--- config.mk ---
export PLATFORM = sky130hd
export DESIGN_NAME = shift_right_iterative
export DESIGN_NICKNAME = d
export VERILOG_FILES = /design/src/rtl/shift_right_iterative.sv
export SDC_FILE = /design/constraint.sdc
export NUM_CORES = 1
export LEC_CHECK = 0
export CORE_ASPECT_RATIO = 0.9
export CORE_MARGIN = 1
export CORE_UTILIZATION = 47
export CTS_CLUSTER_SIZE = 20
export DETAILED_ROUTE_END_ITERATION = 10
export PLACE_DENSITY = 0.85
export SYNTH_ARGS = -nofsm -noshare
export SYNTH_HDL_FRONTEND = slang
export SYNTH_SLANG_ARGS = --single-unit
--- constraint.sdc ---
create_clock -name clk -period 2.7 [get_ports clk]
set_clock_uncertainty 0.15 [all_clocks]
set_input_delay 0.675 -clock clk [delete_from_list [all_inputs] [get_ports clk]]
set_output_delay 0.675 -clock clk [all_outputs]
set_load 0.05 [all_outputs]
--- src/rtl/shift_right_iterative.sv ---
// -----------------------------------------------------------------------------
// shift_right_iterative
//   Iterative right shifter: one bit per clock. An operand is accepted in IDLE,
//   shifted shamt times in SHIFT, then held in DONE until the consumer takes it.
//
//   Optional feature macro: SHIFT_RIGHT_ARITH_EN
//     defined   -> arith=1 selects sign-fill (arithmetic shift)
//     undefined -> arith is ignored, every shift is logical (zero-fill)
//
// Ports
//   clk        in   1  clock, rising edge
//   rst        in   1  asynchronous active-high reset
//   in_valid   in   1  operand present on in/shamt/arith
//   in_ready   out  1  high only in IDLE
//   in         in   N  value to shift right
//   shamt      in   5  shift amount 0..31
//   arith      in   1  1 = sign-fill, 0 = zero-fill
//   out_valid  out  1  high only in DONE
//   out_ready  in   1  consumer accepts the result
//   out        out  N  shifted result (retained after the handshake)
// -----------------------------------------------------------------------------
module shift_right_iterative #(
   parameter int N = 32
) (
   input  logic         clk,
   input  logic         rst,
   input  logic         in_valid,
   output logic         in_ready,
   input  logic [N-1:0] in,
   input  logic [4:0]   shamt,
   input  logic         arith,
   output logic         out_valid,
   input  logic         out_ready,
   output logic [N-1:0] out
);

   typedef enum logic [1:0] {IDLE, SHIFT, DONE} state_t;

   state_t       r_state;
   state_t       w_next;
   logic [N-1:0] r_data;
   logic [4:0]   r_cnt;
   logic         w_accept;
   logic         w_fill;

   // State register
   always_ff @(posedge clk or posedge rst) begin
      if (rst) r_state <= IDLE;
      else     r_state <= w_next;
   end

   // Next state and handshake outputs
   always_comb begin
      w_next    = r_state;
      in_ready  = 1'b0;
      out_valid = 1'b0;
      w_accept  = 1'b0;
      case (r_state)
         IDLE: begin
            in_ready = 1'b1;
            if (in_valid) begin
               w_accept = 1'b1;
               w_next   = (shamt == 5'd0) ? DONE : SHIFT;
            end
         end
         SHIFT: begin
            // Last shift happens on the edge where cnt goes 1 -> 0
            if (r_cnt == 5'd1) w_next = DONE;
         end
         DONE: begin
            out_valid = 1'b1;
            if (out_ready) w_next = IDLE;
         end
         default: w_next = IDLE;
      endcase
   end

`ifdef SHIFT_RIGHT_ARITH_EN
   logic r_mode;

   always_ff @(posedge clk or posedge rst) begin
      if (rst)           r_mode <= 1'b0;
      else if (w_accept) r_mode <= arith;
   end

   assign w_fill = r_mode & r_data[N-1];
`else
   // arith has no effect in this build; the fill bit is constant zero
   logic w_unused_arith;
   assign w_unused_arith = arith;
   assign w_fill         = 1'b0;
`endif

   // Working register and down-counter
   always_ff @(posedge clk or posedge rst) begin
      if (rst) begin
         r_data <= '0;
         r_cnt  <= '0;
      end else if (w_accept) begin
         r_data <= in;
         r_cnt  <= shamt;
      end else if (r_state == SHIFT) begin
         r_data <= {w_fill, r_data[N-1:1]};
         r_cnt  <= r_cnt - 5'd1;
      end
   end

   assign out = r_data;

endmodule

# ---- Word-level counts from Yosys, hierarchy flattened
# Index checks and enable logic that the tools add are counted.
dict set report totals {
  reg_bits 39
  output_inout_bits 34
  wordCells 27
}
dict set report op_classes {
  n_addsub 1
  n_eq_ne 6
  muxes 13
  n_reduce_logical 4
}
# op count
set ops {}
lappend ops {{$mux W32} 2}
lappend ops {{$mux W5} 2}
lappend ops {{$mux W2} 4}
lappend ops {{$ne A2 B2 Y1 const B} 3}
lappend ops {{$pmux W2 S3} 1}
lappend ops {{$eq A5 B1 Y1 const B} 1}
lappend ops {{$logic_not A5 Y1} 1}
lappend ops {{$sub A5 B1 Y5 const B} 1}
lappend ops {{$mux W1} 4}
lappend ops {{$reduce_and A3 Y1} 1}
lappend ops {{$eq A2 B1 Y1 const B} 1}
lappend ops {{$eq A2 B2 Y1 const B} 1}
lappend ops {{$logic_not A2 Y1} 1}
lappend ops {{$reduce_bool A2 Y1} 1}

# ---- Longest topological paths before layout
# Gate-level depths: netlist of run 1.
dict set report depth {
  depth_word 4
  ltp_mapped 5
  depth_no_buf 5
}

# ---- Worst setup path before layout of run 1
# No wires, ideal clock.
dict set report synth_path {
  kind {flip-flop to output port}
  startpoint {register r_state[1]}
  endpoint {output port out_valid}
  arrival_time_ps 1449
  setup_slack_ps 426
  stages_incl_launch_ff 4
  path_cell_list {dfrtp_1 clkinv_1 clkbuf_1 nor2_1}
}
dict set report synth_between {
  elab_chain_cells 2
}
# element line
set synth_lines {}
lappend synth_lines {{start, declared} 39} ;# state_t r_state;
lappend synth_lines {{start signal, assigned} 49} ;# else r_state <= w_next;
lappend synth_lines {{$eq A2 B2 Y1} 58} ;# case (r_state)
lappend synth_lines {{$mux W1} 58}
lappend synth_lines {{end, declared} 32} ;# output logic out_valid,
# No other way between the ends.

# ---- Worst setup path after layout of run 1
dict set report layout_path {
  startpoint {register r_data[1] (netlist: out[1])}
  endpoint {output port out[1]}
}
# element line
set layout_lines {}
lappend layout_lines {{start, declared} 41} ;# logic [N-1:0] r_data;
lappend layout_lines {{start signal, assigned} 100} ;# r_data <= in;
lappend layout_lines {{start signal, assigned} 103} ;# r_data <= {w_fill, r_data[N-1:1]};
lappend layout_lines {{end, declared} 34} ;# output logic [N-1:0] out
# No word-level cell between the ends.

==> results of run 1 <==
==> cell usage in the layout (no fill, tap or decap), types with 4 or more instances in the layout <==
master / Yosys / final
clkbuf_8: 0 / 7
dfrtp_1: 39 / 39
o211ai_1: 4 / 4
a21oi_1: 26 / 26
o21ai_0: 11 / 11
nor2_1: 4 / 4
a22oi_1: 10 / 10
o22ai_1: 47 / 47
buf_4: 0 / 8
clkdlybuf4s50_1: 0 / 72
nand2b_1: 4 / 4
nand2_1: 10 / 10
inv_1: 4 / 4
==> metrics by stage <==
stage,utilization [%],area (um^2),hold WS [ps]
floorplan,-,1937,360.7
global placement,70.71,2713,343.6
detailed placement,70.71,2713,352.5
CTS,73.32,2813,369.9
global route,73.32,2813,406.8
finish,73.32,2813,362.3
==> cell type report <==
type / count / area, um^2
sequential: 39 / 975.9
clock buffer: 8 / 100.1
timing repair buffer: 81 / 800.8
fill: 288 / 1023
inverter: 6 / 22.52
multi-input combinational: 138 / 855.8
tap: 46 / 57.56
==> flip-flops by register name, summed over array words and instances, names as in the netlist <==
| register | cells |
|---|---|
| r_state | 2 |
| r_cnt | 5 |
| out | 32 |
==> worst reg2reg max path, cell delays in order (launching register included) <==
cell,delay (ps)
dfrtp_1,640
or4b_2,770
o211ai_1,110
a21oi_1,60
==> power groups by stage <==
stage	clock network, W	logic, W	registers (W)
final	0.000423	0.00208	0.00115
after global routing	0.000465	0.00221	0.00120
after CTS	0.000432	0.00208	0.00115
after detailed placement	0	0.00207	0.00116
after global placement	0	0.00204	0.00115
after floorplan	0	0.000757	0.00180
==> logic make-up (layout without fill, tap and decap cells) <==
family / count (synthesis) / count (layout) / synth area share (%)
AO/OA/AOI/OAI: 105 / 105 / 33.66
adder cells (fa/ha/maj): 2 / 2 / 1.292
buffers and inverters: 24 / 95 / 5.426
flip-flops: 39 / 39 / 50.39
multiplexers: 1 / 1 / 0.5168
AND/OR/NAND/NOR: 30 / 30 / 8.720
==> worst paths after layout <==
check | from | end
worst max-delay path | out[1]$_DFFE_PP0P_ | out[1]
worst min-delay path | out[25]$_DFFE_PP0P_ | out[25]$_DFFE_PP0P_
worst max register to register | r_state[0]$_DFFE_PP0P_ | r_cnt[4]$_DFFE_PP0P_
worst min register to register | out[25]$_DFFE_PP0P_ | out[25]$_DFFE_PP0P_
max in group asynchronous | rst | out[5]$_DFFE_PP0P_
min in group asynchronous | rst | out[20]$_DFFE_PP0P_
==> per-layer routing <==
layer / GRT usage (%) / wire [um]
met1: 32.98 / 2257
met2: 39.20 / 2464
met3: 7.097 / 335
met4: 6.250 / 23
met5: 0 / 0
==> metrics.md, run 1 <==
| Metric | Value |
|---|---|
| Area leader, netlist | `dfrtp_1` |
| Hold depth | `2` |
| R2r setup slk | `820 ps` |
| TritonCTS clock tree | `built` |
| Largest net degree at the start of global routing | `40` |
| Gate Count Post-Synth | `201` |
| Worst path arrival time | `1540 ps` |
| Total track usage | `24.55%` |
| Maximum vdd drop | `0.7634 mV` |
| Crit Path Class | `reg -> out` |
| Vias/cell | `5.890` |
| Fin. max-slew vios | `0` |
| Die W | `69.67 um` |
| Power per cell area | `1299 nW/um^2` |
| IO Port Bufs | `74` |
| Detailed Route WL | `5082 um` |
| Yosys top cell area share | `50.39%` |
| Starting density of the core | `50.49%` |
| DP Wirelength | `3419 um` |
| Final cell count without fillers | `318` |
| Period utilization | `87.60%` |
| Max Clk Rate | `422.8 MHz` |
| Cts hold-fix bufs | `0` |
| Most common cell in the netlist | `o22ai_1` |
| PnR Total Power | `0.003653 W` |
| Die area | `4382 um^2` |
| Status | `completed` |
| Clock Path Buffers | `2` |
| Sequential Power Share | `31.5%` |
| Die H | `62.90 um` |
| Most frequent cells after synthesis | `o22ai_1, dfrtp_1, a21oi_1` |
| Final WS setup | `334.8 ps` |
| Worst Hold Class | `reg -> reg` |
| GRT Residual Overflow | `0` |
| Core area | `3836 um^2` |
| Sw Share | `49.34%` |
| Number of synthesized flops with an enable pin | `0` |
| Share of layout cells above drive strength 1 | `6.985%` |
| Worst Path Buf+Inv | `1` |
| Cell variety after synth | `30` |
| Drt drc | `0` |
| DP Cell Count | `310` |
| Seq cells post-synth | `39` |
| P_sw | `0.001803 W` |
| CTS clk-pin slew, worst paths | `70 ps` |
| Max stage delay cell, worst path | `clkdlybuf4s50_1` |
| Pre-antenna DRT Iters | `5` |
| Worst-skew pair later-pin latency | `290 ps` |
| Max incr delay on CP | `840 ps` |
| Mapped Avg Cell Area | `9.636 um^2` |
| Ant. Diodes | `0` |
| Gate power share | `56.9%` |
| Pleak | `1.071 nW` |
| R2r worst-path depth | `3` |
| Top-level port count | `76` |
| Post-CTS sizing | `0` |
| Synthesized netlist net count | `245` |
| Cell family with most CP delay | `buffers and inverters` |
| DR WL/cell | `15.98 um` |
| GP Congestion | `0.8108` |
| Synthesis Warnings | `0` |
| Sequential share of the synthesized area | `50.39%` |
| Max_cap viols | `0` |
| First-pass GRT wire length | `8473 um` |
| Final #Nets | `315` |
| Slew of the pin with the lowest slew margin | `703.2 ps` |
| Setup Buffers After CTS | `0` |
| Root buffer cell | `clkbuf_8` |
| H-tree depth | `2` |
| Ranking of synthesized cells by area | `dfrtp_1, o22ai_1, a21oi_1, a22oi_1, buf_2` |
| Worst Setup Start Kind | `flop` |
| Internal power | `0.001851 W` |
| RSZ-0062 raised after global routing | `false` |
| WP data required | `1880 ps` |
| Part of the power in the clock network | `11.6%` |
| Slew headroom | `53.12%` |
| Number of CTS-inserted buffers | `5` |
| Final setup viols | `0` |
| Crit-path cells | `clkdlybuf4s50_1` |
| Final hold vios | `0` |
| Post-synth top flop | `dfrtp_1` |
| Num Clock Sinks | `39` |
| Fin crit period | `2365 ps` |
| Post-Syn Area | `1937 um^2` |
| Area grow syn2layout | `45.22%` |
| ANT nets after route | `0` |
| Crit path capture type | `output pin` |
| Levels on crit path | `1` |
| # rows | `21` |
| Initial antenna violation count | `0` |
| Crit-path max FO | `4` |
| Vias in the first global route | `1759` |
| Asr flop ratio synth | `100.0%` |
| Via Count | `1873` |
| Setup TNS | `0 ps` |
| Iter 0 DRT Violations | `171` |
| Worst slack, placed | `331.0 ps` |
(Power assumes the default switching activity.)
==> run 2, diff against run 1 <==
--- a/config.mk
+++ b/config.mk
@@ -11,5 +11,5 @@
 export CTS_CLUSTER_SIZE = 20
 export DETAILED_ROUTE_END_ITERATION = 10
-export PLACE_DENSITY = 0.85
+export PLACE_DENSITY = 0.92
 export SYNTH_ARGS = -nofsm -noshare
 export SYNTH_HDL_FRONTEND = slang
--- a/constraint.sdc
+++ b/constraint.sdc
@@ -3,3 +3,3 @@
 set_input_delay 0.675 -clock clk [delete_from_list [all_inputs] [get_ports clk]]
 set_output_delay 0.675 -clock clk [all_outputs]
-set_load 0.05 [all_outputs]
+set_load 0.005 [all_outputs]
==> run 2 against run 1 <==
Total power fell by 19%. Core utilization rose by 0.59 points. Sequential cell count did not move. Combinational power fell by 32%. Clock power rose by 1%. Wire length rose by 5.8%. Count of clock-buffer cells in the layout did not move. Via count rose by 5.8%. Global-route usage rose by 0.99 points. Final cell count rose by 1.3%. Critical path type unchanged. Largest cell class unchanged.
==> metrics.md, run 2 (same netlist as run 1, synthesis figures left out) <==
| Metric | Value |
|---|---|
| R2r setup slk | `960 ps (was 820 ps)` |
| Largest net degree at the start of global routing | `34 (was 40)` |
| Pleak | `1.084 nW (was 1.071 nW)` |
| Total track usage | `25.54% (was 24.55%)` |
| First-pass GRT wire length | `8970 um (was 8473 um)` |
| Setup TNS | `0 ps (unchanged)` |
| Worst path arrival time | `1390 ps (was 1540 ps)` |
| Share of layout cells above drive strength 1 | `7.609% (was 6.985%)` |
| Hold depth | `2 (unchanged)` |
| IO Port Bufs | `74 (unchanged)` |
| Max_cap viols | `0 (unchanged)` |
| Final setup viols | `0 (unchanged)` |
| DP Cell Count | `314 (was 310)` |
| Setup Buffers After CTS | `0 (unchanged)` |
| Max reg flops | `32 (unchanged)` |
| Final hold vios | `0 (unchanged)` |
| Initial antenna violation count | `0 (unchanged)` |
| CTS clk-pin slew, worst paths | `70 ps (about the same)` |
| ANT nets after route | `0 (unchanged)` |
| Crit-path max FO | `4 (unchanged)` |
| Number of CTS-inserted buffers | `5 (unchanged)` |
| Post-CTS sizing | `0 (unchanged)` |
| Maximum vdd drop | `0.7133 mV (was 0.7634 mV)` |
| Fill count | `294 (was 288)` |
| WP data required | `1880 ps (about the same)` |
| Top-level port count | `76 (unchanged)` |
| Fin. max-slew vios | `0 (unchanged)` |
| Vias/cell | `6.155 (was 5.890)` |
| Die W | `69.67 um (unchanged)` |
| Most common cell after layout, fill and taps aside | `clkdlybuf4s50_1 (unchanged)` |
| GP Congestion | `0.7702 (was 0.8108)` |
| Slew of the pin with the lowest slew margin | `597.4 ps (was 703.2 ps)` |
| TritonCTS clock tree | `built (unchanged)` |
| Status | `completed (unchanged)` |
| H-tree depth | `2 (unchanged)` |
| Power per cell area | `1044 nW/um^2 (was 1299 nW/um^2)` |
| Num Clock Sinks | `39 (unchanged)` |
| Detailed Route WL | `5379 um (was 5082 um)` |
| Die H | `62.90 um (unchanged)` |
| Slew headroom | `60.09% (was 53.12%)` |
| Core area | `3836 um^2 (unchanged)` |
| Final #Nets | `319 (was 315)` |
| Max Clk Rate | `451.3 MHz (was 422.8 MHz)` |
| DP Wirelength | `3661 um (was 3419 um)` |
| Via Count | `1982 (was 1873)` |
| Vias in the first global route | `1870 (was 1759)` |
| Hold endpoint | `out[28]$_DFFE_PP0P_ (was out[25]$_DFFE_PP0P_)` |
| Worst Setup Start Kind | `flop (unchanged)` |
| Worst-skew pair later-pin latency | `290 ps (about the same)` |
| # rows | `21 (unchanged)` |
| R2r worst-path depth | `4 (was 3)` |
| Min-delay src | `out[28]$_DFFE_PP0P_ (was out[25]$_DFFE_PP0P_)` |
| RSZ-0062 raised after global routing | `false (unchanged)` |
| Most frequent cells in the layout | `clkdlybuf4s50_1, o22ai_1, dfrtp_1 (unchanged)` |
| DR WL/cell | `16.70 um (was 15.98 um)` |
| Final cell count without fillers | `322 (was 318)` |
| Period utilization | `82.06% (was 87.60%)` |
| Drt drc | `0 (unchanged)` |
| Clock Path Buffers | `2 (unchanged)` |
| Cts hold-fix bufs | `0 (unchanged)` |
| GRT Residual Overflow | `0 (unchanged)` |
| Die area | `4382 um^2 (unchanged)` |
| Iter 0 DRT Violations | `150 (was 171)` |
| Area grow syn2layout | `46.38% (was 45.22%)` |
| R2R Path Start | `r_state[0]$_DFFE_PP0P_ (unchanged)` |
| Fin crit period | `2216 ps (was 2365 ps)` |
| Pre-antenna DRT Iters | `4 (was 5)` |
| Worst Hold Class | `reg -> reg (unchanged)` |
| Worst R2R End | `r_cnt[4]$_DFFE_PP0P_ (unchanged)` |
| Root buffer cell | `clkbuf_8 (unchanged)` |
| Starting density of the core | `50.49% (unchanged)` |
| Crit path capture type | `output pin (unchanged)` |
| Final hold slack | `367.1 ps (was 362.3 ps)` |
| Crit Path Class | `reg -> out (unchanged)` |
| Ant. Diodes | `0 (unchanged)` |
## run 2: where the power goes
group / leakage, nW / switching, W / internal [W] / total, W
Combinational: 0.587 / 0.000625 / 0.000785 / 0.00141
Sequential: 0.445 / 0.000273 / 0.000849 / 0.00112
Clock: 0.0515 / 0.000196 / 0.000233 / 0.000429
Total: 1.08 / 0.00109 / 0.00187 / 0.00296
## run 2: cell type report
class	instances	area, um^2	share of cell area [%]
clock buffer	8	100.1	3.530
inverter	6	22.52	0.7944
multi-input combinational	138	855.8	30.19
sequential	39	975.9	34.42
tap	46	57.56	2.030
timing repair buffer	85	823.3	29.04
## run 2: layer usage
layer  vias to the layer above  global-route usage (%)  share of wire [%]
li1                        930                       -                  -
met1                       971                   34.48                 43
met2                        72                   41.99                 51
met3                         9                   4.516                5.2
met4                         0                   8.000                1.0
met5                         -                       0                  0
## run 2: critical path, stage by stage (launching register included)
cell and delay (ps):
dfrtp_1 410, clkinv_1 100, nor2_1 90, clkdlybuf4s50_1 500
## run 2: stage by stage
step	util, %	setup slack [ps]	area (um^2)	total power, W
after floorplan	-	946.5	1937	0.001825
after global placement	71.30	376.6	2735	0.002456
after detailed placement	71.30	338.1	2735	0.002521
after CTS	73.91	471.6	2835	0.002956
after global routing	73.91	355.0	2835	0.003170
final	73.91	484.3	2835	0.002961
## run 2: worst max-delay path by stage
stage	startpoint	slack (ps)	endpoint
detailed placement	in_valid	340	r_cnt[2]$_DFFE_PP0P_
floorplan	shamt[1]	950	r_state[1]$_DFFE_PP0P_
CTS	r_state[1]$_DFFE_PP0P_	470	out_valid
finish	r_state[1]$_DFFE_PP0P_	480	out_valid
global route	r_state[1]$_DFFE_PP0P_	360	out_valid
global placement	in_valid	380	r_cnt[2]$_DFFE_PP0P_
